<file path="config.mk">
export PLATFORM = sky130hd
export DESIGN_NAME = timer_nch
export DESIGN_NICKNAME = d
export VERILOG_FILES = /design/src/rtl/timer_nch.sv
export SDC_FILE = /design/constraint.sdc
export NUM_CORES = 1
export LEC_CHECK = 0
export CORE_AREA = 2 2 213 152
export CTS_BUF_LIST = sky130_fd_sc_hd__clkbuf_8
export DETAILED_ROUTE_END_ITERATION = 8
export DIE_AREA = 0 0 215 154
export PLACE_DENSITY_LB_ADDON = 0.1
export SKIP_LAST_GASP = 1
export SLEW_MARGIN = 25
export SYNTH_ARGS = -nofsm -noshare
export SYNTH_HDL_FRONTEND = slang
export SYNTH_SLANG_ARGS = --single-unit
</file>
<file path="constraint.sdc">
create_clock -name clk -period 3.6 [get_ports clk]
set_input_delay 0.54 -clock clk [delete_from_list [all_inputs] [get_ports clk]]
set_output_delay 0.54 -clock clk [all_outputs]
set_load 0.01 [all_outputs]
</file>
<file path="src/rtl/timer_nch.sv">
// timer_nch: N-channel programmable timer/counter on the MIO bus.
// Each channel has its own prescaler, reload/count registers, three counting
// modes (one-shot, periodic, square), a sticky done flag and a timer output.
// The per-channel done flags, gated by IRQ_EN, are ORed into a registered irq.
module timer_nch #(
    parameter int CHANNELS = 3,
    parameter int WIDTH    = 32,
    parameter int PRESC_W  = 8
) (
    input  logic                clk,
    input  logic                RSTN,
    input  logic                we,
    input  logic [5:0]          addr,
    input  logic [31:0]         wdata,
    output logic [31:0]         rdata,
    output logic [CHANNELS-1:0] cnt_out,
    output logic                irq
);

    localparam logic [1:0] REG_CTRL   = 2'd0;
    localparam logic [1:0] REG_RELOAD = 2'd1;
    localparam logic [1:0] REG_COUNT  = 2'd2;
    localparam logic [1:0] REG_STATUS = 2'd3;

    localparam logic [1:0] MODE_ONESHOT = 2'b00;
    localparam logic [1:0] MODE_SQUARE  = 2'b10;

    localparam logic [WIDTH-1:0]   COUNT_ONE = WIDTH'(1);
    localparam logic [PRESC_W-1:0] PRESC_ONE = PRESC_W'(1);

    logic [3:0] sel_chan;
    logic [1:0] sel_reg;
    logic       wdata_unused;

    // Channel state
    logic [CHANNELS-1:0] en_q, en_d;
    logic [CHANNELS-1:0] irq_en_q, irq_en_d;
    logic [CHANNELS-1:0] done_q, done_d;
    logic [CHANNELS-1:0] cnt_out_q, cnt_out_d;
    logic [1:0]          mode_q      [CHANNELS];
    logic [1:0]          mode_d      [CHANNELS];
    logic [PRESC_W-1:0]  presc_q     [CHANNELS];
    logic [PRESC_W-1:0]  presc_d     [CHANNELS];
    logic [PRESC_W-1:0]  presc_cnt_q [CHANNELS];
    logic [PRESC_W-1:0]  presc_cnt_d [CHANNELS];
    logic [WIDTH-1:0]    reload_q    [CHANNELS];
    logic [WIDTH-1:0]    reload_d    [CHANNELS];
    logic [WIDTH-1:0]    count_q     [CHANNELS];
    logic [WIDTH-1:0]    count_d     [CHANNELS];
    logic                irq_q, irq_d;

    // Per-channel decoded strobes and events
    logic [CHANNELS-1:0] ctrl_wr;
    logic [CHANNELS-1:0] reload_wr;
    logic [CHANNELS-1:0] count_wr;
    logic [CHANNELS-1:0] status_wr;
    logic [CHANNELS-1:0] bus_load;
    logic [CHANNELS-1:0] en_rise;
    logic [CHANNELS-1:0] tick;
    logic [CHANNELS-1:0] terminal;

    assign sel_chan = addr[5:2];
    assign sel_reg  = addr[1:0];

    // Bits of wdata above the used fields are intentionally ignored
    assign wdata_unused = ^wdata;

    // Decode bus writes per channel and derive tick/terminal events; channels
    // beyond CHANNELS never match, so out-of-range writes fall on the floor
    always_comb begin
        ctrl_wr   = '0;
        reload_wr = '0;
        count_wr  = '0;
        status_wr = '0;
        bus_load  = '0;
        en_rise   = '0;
        tick      = '0;
        terminal  = '0;
        for (int i = 0; i < CHANNELS; i++) begin
            if (we && (sel_chan == 4'(i))) begin
                ctrl_wr[i]   = (sel_reg == REG_CTRL);
                reload_wr[i] = (sel_reg == REG_RELOAD);
                count_wr[i]  = (sel_reg == REG_COUNT);
                status_wr[i] = (sel_reg == REG_STATUS);
            end
            bus_load[i] = reload_wr[i] | count_wr[i];
            en_rise[i]  = ctrl_wr[i] & wdata[0] & ~en_q[i];
            // >= keeps the prescaler from running past a newly lowered PRESC
            tick[i]     = en_q[i] && (presc_cnt_q[i] >= presc_q[i]);
            // A COUNT/RELOAD write in the same cycle suppresses the terminal event
            terminal[i] = tick[i] && (count_q[i] == COUNT_ONE) && !bus_load[i];
        end
    end

    // Next-state logic for every channel register
    always_comb begin
        for (int i = 0; i < CHANNELS; i++) begin
            en_d[i]        = en_q[i];
            irq_en_d[i]    = irq_en_q[i];
            done_d[i]      = done_q[i];
            cnt_out_d[i]   = cnt_out_q[i];
            mode_d[i]      = mode_q[i];
            presc_d[i]     = presc_q[i];
            presc_cnt_d[i] = presc_cnt_q[i];
            reload_d[i]    = reload_q[i];
            count_d[i]     = count_q[i];

            // Prescaler: free-runs 0..PRESC while enabled, restarts on loads
            if (bus_load[i] || !en_q[i] || tick[i]) begin
                presc_cnt_d[i] = '0;
            end else begin
                presc_cnt_d[i] = presc_cnt_q[i] + PRESC_ONE;
            end

            // Control fields; a bus write wins over the one-shot auto-disable
            if (ctrl_wr[i]) begin
                en_d[i]     = wdata[0];
                mode_d[i]   = wdata[2:1];
                irq_en_d[i] = wdata[3];
                presc_d[i]  = wdata[8 +: PRESC_W];
            end else if (terminal[i] && (mode_q[i] == MODE_ONESHOT)) begin
                en_d[i] = 1'b0;
            end

            if (reload_wr[i]) begin
                reload_d[i] = wdata[WIDTH-1:0];
            end

            // Counter: bus loads first, then enable-reload, terminal, decrement
            if (bus_load[i]) begin
                count_d[i] = wdata[WIDTH-1:0];
            end else if (en_rise[i] && (count_q[i] == '0)) begin
                count_d[i] = reload_q[i];
            end else if (terminal[i]) begin
                count_d[i] = (mode_q[i] == MODE_ONESHOT) ? '0 : reload_q[i];
            end else if (tick[i] && (count_q[i] > COUNT_ONE)) begin
                count_d[i] = count_q[i] - COUNT_ONE;
            end

            // Timer output: one-shot holds high until restarted, periodic
            // pulses for one cycle, square toggles on each terminal event
            if (terminal[i]) begin
                cnt_out_d[i] = (mode_q[i] == MODE_SQUARE) ? ~cnt_out_q[i] : 1'b1;
            end else if (mode_q[i][0]) begin
                cnt_out_d[i] = 1'b0;
            end else if ((mode_q[i] == MODE_ONESHOT) && (bus_load[i] || en_rise[i])) begin
                cnt_out_d[i] = 1'b0;
            end

            // Sticky done: setting beats a simultaneous write-1-to-clear
            if (terminal[i]) begin
                done_d[i] = 1'b1;
            end else if (status_wr[i] && wdata[0]) begin
                done_d[i] = 1'b0;
            end
        end
        irq_d = |(done_q & irq_en_q);
    end

    // State register with synchronous active-low reset
    always_ff @(posedge clk) begin
        if (!RSTN) begin
            en_q      <= '0;
            irq_en_q  <= '0;
            done_q    <= '0;
            cnt_out_q <= '0;
            irq_q     <= 1'b0;
            for (int i = 0; i < CHANNELS; i++) begin
                mode_q[i]      <= '0;
                presc_q[i]     <= '0;
                presc_cnt_q[i] <= '0;
                reload_q[i]    <= '0;
                count_q[i]     <= '0;
            end
        end else begin
            en_q      <= en_d;
            irq_en_q  <= irq_en_d;
            done_q    <= done_d;
            cnt_out_q <= cnt_out_d;
            irq_q     <= irq_d;
            for (int i = 0; i < CHANNELS; i++) begin
                mode_q[i]      <= mode_d[i];
                presc_q[i]     <= presc_d[i];
                presc_cnt_q[i] <= presc_cnt_d[i];
                reload_q[i]    <= reload_d[i];
                count_q[i]     <= count_d[i];
            end
        end
    end

    // Combinational read mux; unmatched channels read as zero
    always_comb begin
        rdata = '0;
        for (int i = 0; i < CHANNELS; i++) begin
            if (sel_chan == 4'(i)) begin
                case (sel_reg)
                    REG_CTRL: begin
                        rdata[0]            = en_q[i];
                        rdata[2:1]          = mode_q[i];
                        rdata[3]            = irq_en_q[i];
                        rdata[8 +: PRESC_W] = presc_q[i];
                    end
                    REG_RELOAD: rdata[WIDTH-1:0] = reload_q[i];
                    REG_COUNT:  rdata[WIDTH-1:0] = count_q[i];
                    default: begin
                        rdata[0] = done_q[i];
                        rdata[1] = cnt_out_q[i];
                    end
                endcase
            end
        end
    end

    assign cnt_out = cnt_out_q;
    assign irq     = irq_q;

endmodule
</file>
**Word-level counts from Yosys, hierarchy flattened**

Memory sizes are Yosys's and may differ from the RTL's.
Cells that the tools add are included.

- Bits in registers: 13
- Bits in writable memories: 246
- Output and inout port bits: 36
- Word-level logic and storage cells: 230
- Memories kept: 5

Memories:

| memory | words | width | rd ports | clocked after memory_dff | write ports | line | text |
|---|---|---|---|---|---|---|---|
| count_q | 3 | 32 | 3 | 0 | 3 | 48 | `logic [WIDTH-1:0] count_q [CHANNELS];` |
| reload_q | 3 | 32 | 3 | 0 | 3 | 46 | `logic [WIDTH-1:0] reload_q [CHANNELS];` |
| presc_cnt_q | 3 | 8 | 3 | 0 | 3 | 44 | `logic [PRESC_W-1:0] presc_cnt_q [CHANNELS];` |
| presc_q | 3 | 8 | 3 | 0 | 3 | 42 | `logic [PRESC_W-1:0] presc_q [CHANNELS];` |
| mode_q | 3 | 2 | 3 | 0 | 3 | 40 | `logic [1:0] mode_q [CHANNELS];` |

- Add/subtract/negate cells: 6
- Order comparisons: 6
- Equal/unequal tests: 11
- Muxes and demuxes: 98
- Bitwise gates (word level): 31
- Reductions and logical operators: 60

Operators by type and width:

| operator | number |
|---|---|
| $mux W32 | 27 |
| $eq A32 B1 Y1 const B | 3 |
| $gt A32 B1 Y1 const B | 3 |
| $logic_not A32 Y1 | 3 |
| $mux W8 | 12 |
| $pmux W16 S2 | 3 |
| $sub A32 B1 Y32 const B | 3 |
| $pmux W8 S3 | 3 |
| $mux W1 | 38 |
| $pmux W2 S3 | 6 |
| $logic_and A1 B1 Y1 | 27 |
| $add A8 B1 Y8 const B | 3 |
| $ge A8 B8 Y1 | 3 |
| $pmux W4 S2 | 3 |
| $or A1 B1 Y1 | 18 |
| $mux W2 | 6 |
| $reduce_bool A2 Y1 | 6 |
| $eq A2 B2 Y1 const B | 5 |
| $logic_or A1 B1 Y1 | 9 |
| $reduce_bool A3 Y1 | 3 |
| $logic_not A2 Y1 | 4 |
| $and A1 B1 Y1 | 6 |
| $logic_not A1 Y1 | 6 |
| $not A1 Y1 | 6 |
| 6 further kinds | 6 |

**Longest topological paths before layout**

- Depth after elaboration: 10
- Depth in mapped cells: 12
- Mapped depth without buffers: 9

**Worst setup path before layout**

OpenSTA, ideal clock, no wires.

- Kind: input to register
- From: in addr[0]
- To: mem count_q[2][15] (netlist: count_q[0][79])
- Library setup time: 133 ps
- Arrival: 2597 ps
- Setup slack: 871 ps
- Cell stages on the path: 11
- Path buffers: 2
- Path through: inv_1 ha_1 buf_2 nand4bb_1 nor3b_1 nand3_1 o21ai_1 nand2_1 buf_2 a22oi_1 o221ai_1

RTL lines:

| what | line | text |
|---|---|---|
| start: declaration | 13 | `input logic [5:0] addr,` |
| end: declaration | 48 |  |

**Worst setup path after layout**

- From: in addr[1]
- To: out rdata[28]

- Longest elaborated chain between the ends: 7
- Elaborated cells on any way between the ends: 8
- Classes of those cells: eq/ne (2); mux (6)

RTL lines:

| what | line | text |
|---|---|---|
| $eq A2 B2 Y1 or $eq A2 B1 Y1 (tied branches) | 196 | `case (sel_reg)` |
| $pmux W16 S2 | 196 |  |
| $mux W32 | 195 | `if (sel_chan == 4'(i)) begin` |
| $pmux W16 S2 | 196 |  |
| $mux W32 | 195 |  |
| $pmux W16 S2 | 196 |  |
| $mux W32 (*) | 195 |  |
| end: declaration | 15 | `output logic [31:0] rdata,` |

Every way passes the cells marked *; elsewhere a longest branch is shown, timed or not.

==> results.txt <==
----------------------------------------------------
[Synth]
  Leading register cell type out of synthesis ... sky130_fd_sc_hd__dfxtp_1
  Seq/Total Area, Yosys ... 33.83%
  Share of the synthesized area in the top cell type ... 33.83%
  Number of enable-type register cells in the synthesized netlist ... 0
  Post-synthesis async set-or-reset flop share ... 0%
  Top cell type by total area after synthesis ... sky130_fd_sc_hd__dfxtp_1
  Synthesized Nets ... 2,059
  Synthesized area ... 0.01533 sq mm
  Most numerous cell in the Yosys netlist ... sky130_fd_sc_hd__nand2_1
  Number of flip-flops and latches in the synthesized netlist ... 259
  Synth top area cells ... sky130_fd_sc_hd__dfxtp_1 (34%), sky130_fd_sc_hd__nand2_1 (8.3%), sky130_fd_sc_hd__a21oi_1 (5.9%)
  Count of different cell masters after synthesis ... 81
  Synth Area per Inst ... 7.753 sq um
  Syn. warnings ... 0
  Top cells by instance count after synthesis ... sky130_fd_sc_hd__nand2_1 (340), sky130_fd_sc_hd__dfxtp_1 (259), sky130_fd_sc_hd__a21oi_1 (182), sky130_fd_sc_hd__nor2_1 (146), sky130_fd_sc_hd__clkbuf_1 (137)
  Syn Inst Count ... 1,977

[Finish]
  Signed area change from the synthesized netlist to the final layout ... 17.31%
  Ratio of cells with drive above 1 in the final layout ... 11.11%
  Antenna Cells ... 0
  Fin area ... 0.01798 sq mm
  Final layout net count ... 2,119

[Place]
  Detailed-placement wirelength estimate ... 45,480 um
  Instance area after placement ... 0.01699 sq mm
  IO Port Bufs ... 76
  Placer's final routability congestion estimate ... 1.036

[Drt]
  DRC marker count from the first detailed-route iteration ... 2,414
  Via count ... 16.66k
  Total wire length after detailed routing ... 64,390 um
  Pre-Repair DR Iteration Count ... 9
  DR WL met2 ... 25,770 um
  DRC violations left ... 2
  Antenna Violating Nets Remaining ... 0
  Vias per inst ... 6.689
  M1 wire length ... 27,610 um
  Met3 layer wire length in the routed design ... 8600 um
  Highest metal layer used by the detailed router ... met4
  Average routed wire per standard cell ... 25.86 um

[STA]
  Final-report hold violation count ... 0
  Clock skew ... 0.02999 ns
  FMAX ... 280.0 MHz
  Number of pins with negative max-slew slack in the final report ... 0
  Number of setup violations in the final report ... 0
  Shortest period the worst path allows ... 3.572 ns
  Worst slew pin tran ... 0.9617 ns
  Worst relative slew slack ... 35.67%
  Final critical-path share of the clock period ... 99.21%
  Setup repair after global routing missed its margin ... true

[Critical path]
  Crit path DAT ... 3.03 ns
  Startpoint kind of the worst setup timing path ... input port
  Element type at the critical path end ... primary output
  Worst setup path category ... in -> out
  Critical path startpoint ... addr[1]
  Critical R2R Launch ... count_q[0][32]
  Worst Path Required ... 3.06 ns
  Maximum net fanout on the critical path ... 22

[Floorplan]
  Placement row count ... 54
  Area of the core ... 0.03094 sq mm
  Die Area ... 0.03311 sq mm
  Y dimension of the die ... 154 um
  Initial Util ... 49.53%
  Die Span X ... 215 um
  Number of top-level pins ... 77

[Global routing]
  Initial antenna violation count ... 0
  Global-route wire length before repair ... 96,300 um
  Global-route total usage across every layer ... 37.83%
  Total global routing overflow ... 0
  Largest net degree at the start of global routing ... 128
  Vias in the first global route ... 15.19k

[Power and ir drop]
  Total leakage power ... 6.704 nW
  Overall power ... 6.998 mW
  Power per Cell Area ... 389.2 mW/mm^2
  Maximum VDD drop ... 261.4 uV

[Clock network]
  Insertion delay to the later sink of the worst-skew pair ... 0.61 ns
  CTS Buffer Depth ... 3
  Hold-fix buffers at CTS ... 0
  CTS sink cnt ... 259
  Htree depth ... 2
  TritonCTS clock tree ... yes
  Total clock buffers created by CTS ... 44
  Root buf cell ... sky130_fd_sc_hd__clkbuf_8
  Clock slew at the register clock pins of the worst setup and hold paths ... 0.06 ns

[Hold path]
  Hold/Removal Path Class ... reg -> reg
  Hold wc startpoint ... presc_cnt_q[0][8]

[Outcome]
  Violated checks ... DRC
  Run status ... finished with violations

[Flow run]
  Max Cap Violations ... 0

----------------------------------------------------
power breakdown:
part | leakage, nW | total (mW) | switching [mW] | internal [mW]
clock network | 0.521 | 2.83 | 1.34 | 1.49
registers | 2.09 | 2.94 | 0.0435 | 2.89
logic | 4.10 | 1.24 | 0.755 | 0.480
total | 6.70 | 7.00 | 2.14 | 4.86
registers in the layout (all words and copies together), names as in the netlist:
register     flops
en_q             3
cnt_out          3
mode_q           6
irq              1
presc_cnt_q     24
count_q         96
presc_q         24
reload_q        96
done_q           3
irq_en_q         3
routing by layer:
layer  vias to the layer above  GRT usage [%]
li1                       7406              -
met1                      7960          54.51
met2                      1143          53.11
met3                       146          10.56
met4                         0          14.55
met5                         -              0
worst max-delay path: stages:
cell	delay [ns]
sky130_fd_sc_hd__clkdlybuf4s50_1	0.53
sky130_fd_sc_hd__buf_4	0.16
sky130_fd_sc_hd__ha_4	0.20
sky130_fd_sc_hd__buf_12	0.17
sky130_fd_sc_hd__buf_12	0.18
sky130_fd_sc_hd__a22oi_1	0.13
sky130_fd_sc_hd__o221ai_1	0.25
sky130_fd_sc_hd__and3_1	0.23
sky130_fd_sc_hd__clkdlybuf4s50_1	0.62
repair_timing:
action / in CTS / in global routing
buffers inserted: 0 / 1
pin swaps: 0 / 1
endpoints found under the setup margin: 9 / 19
gates cloned: 0 / 1
resized for setup: 3 / 11
through the flow:
step	setup slack, ns	hold WS (ns)	TNS [ns]	util (%)	cells
after global placement	-0.03973	0.4409	-0.1134	54.90	2409
after floorplan	0.8707	0.4256	0	-	1977
final	0.02834	0.4621	0	58.10	2490
after detailed placement	-0.06150	0.4491	-0.1602	54.90	2409
after global routing	-0.005272	0.4778	-0.005272	58.10	2490
after CTS	0.03255	0.4468	0	57.86	2488
layout make-up:
class                      count  area, sq um
sequential                   259         5185
clock inverter                22        120.1
tap                          420        525.5
timing repair buffer         192         1912
multi-input combinational   1494         9278
inverter                      46        175.2
clock buffer                  57        784.5
fill                        2932        12960
path summary, 6_finish.rpt:
check	endpoint	slack (ns)	cells past startpoint
hold / removal	presc_cnt_q[0][8]	0.46	1
setup reg to reg	count_q[0][62]	0.51	10
setup / recovery	rdata[28]	0.03	9
hold reg to reg	presc_cnt_q[0][8]	0.46	1
layout by cell type, fill, tap and decap left out, types with 57 or more instances in the layout:
master / count
sky130_fd_sc_hd__dfxtp_1: 259
sky130_fd_sc_hd__a21oi_1: 182
sky130_fd_sc_hd__o21ai_0: 75
sky130_fd_sc_hd__nand2_1: 340
sky130_fd_sc_hd__nand3_1: 57
sky130_fd_sc_hd__clkdlybuf4s50_1: 69
sky130_fd_sc_hd__clkbuf_8: 57
sky130_fd_sc_hd__a22oi_1: 98
sky130_fd_sc_hd__nor2_1: 141
sky130_fd_sc_hd__buf_4: 94
sky130_fd_sc_hd__inv_1: 60
cells by family after synthesis:
logic type	share of synthesized area, %
compound gates	27.91
xor+xnor	5.371
fa+ha+maj	3.347
buf+inv	6.139
flops	33.83
mux	0.3673
simple gates	23.04
Note: power is estimated with default switching activity, not from simulation.
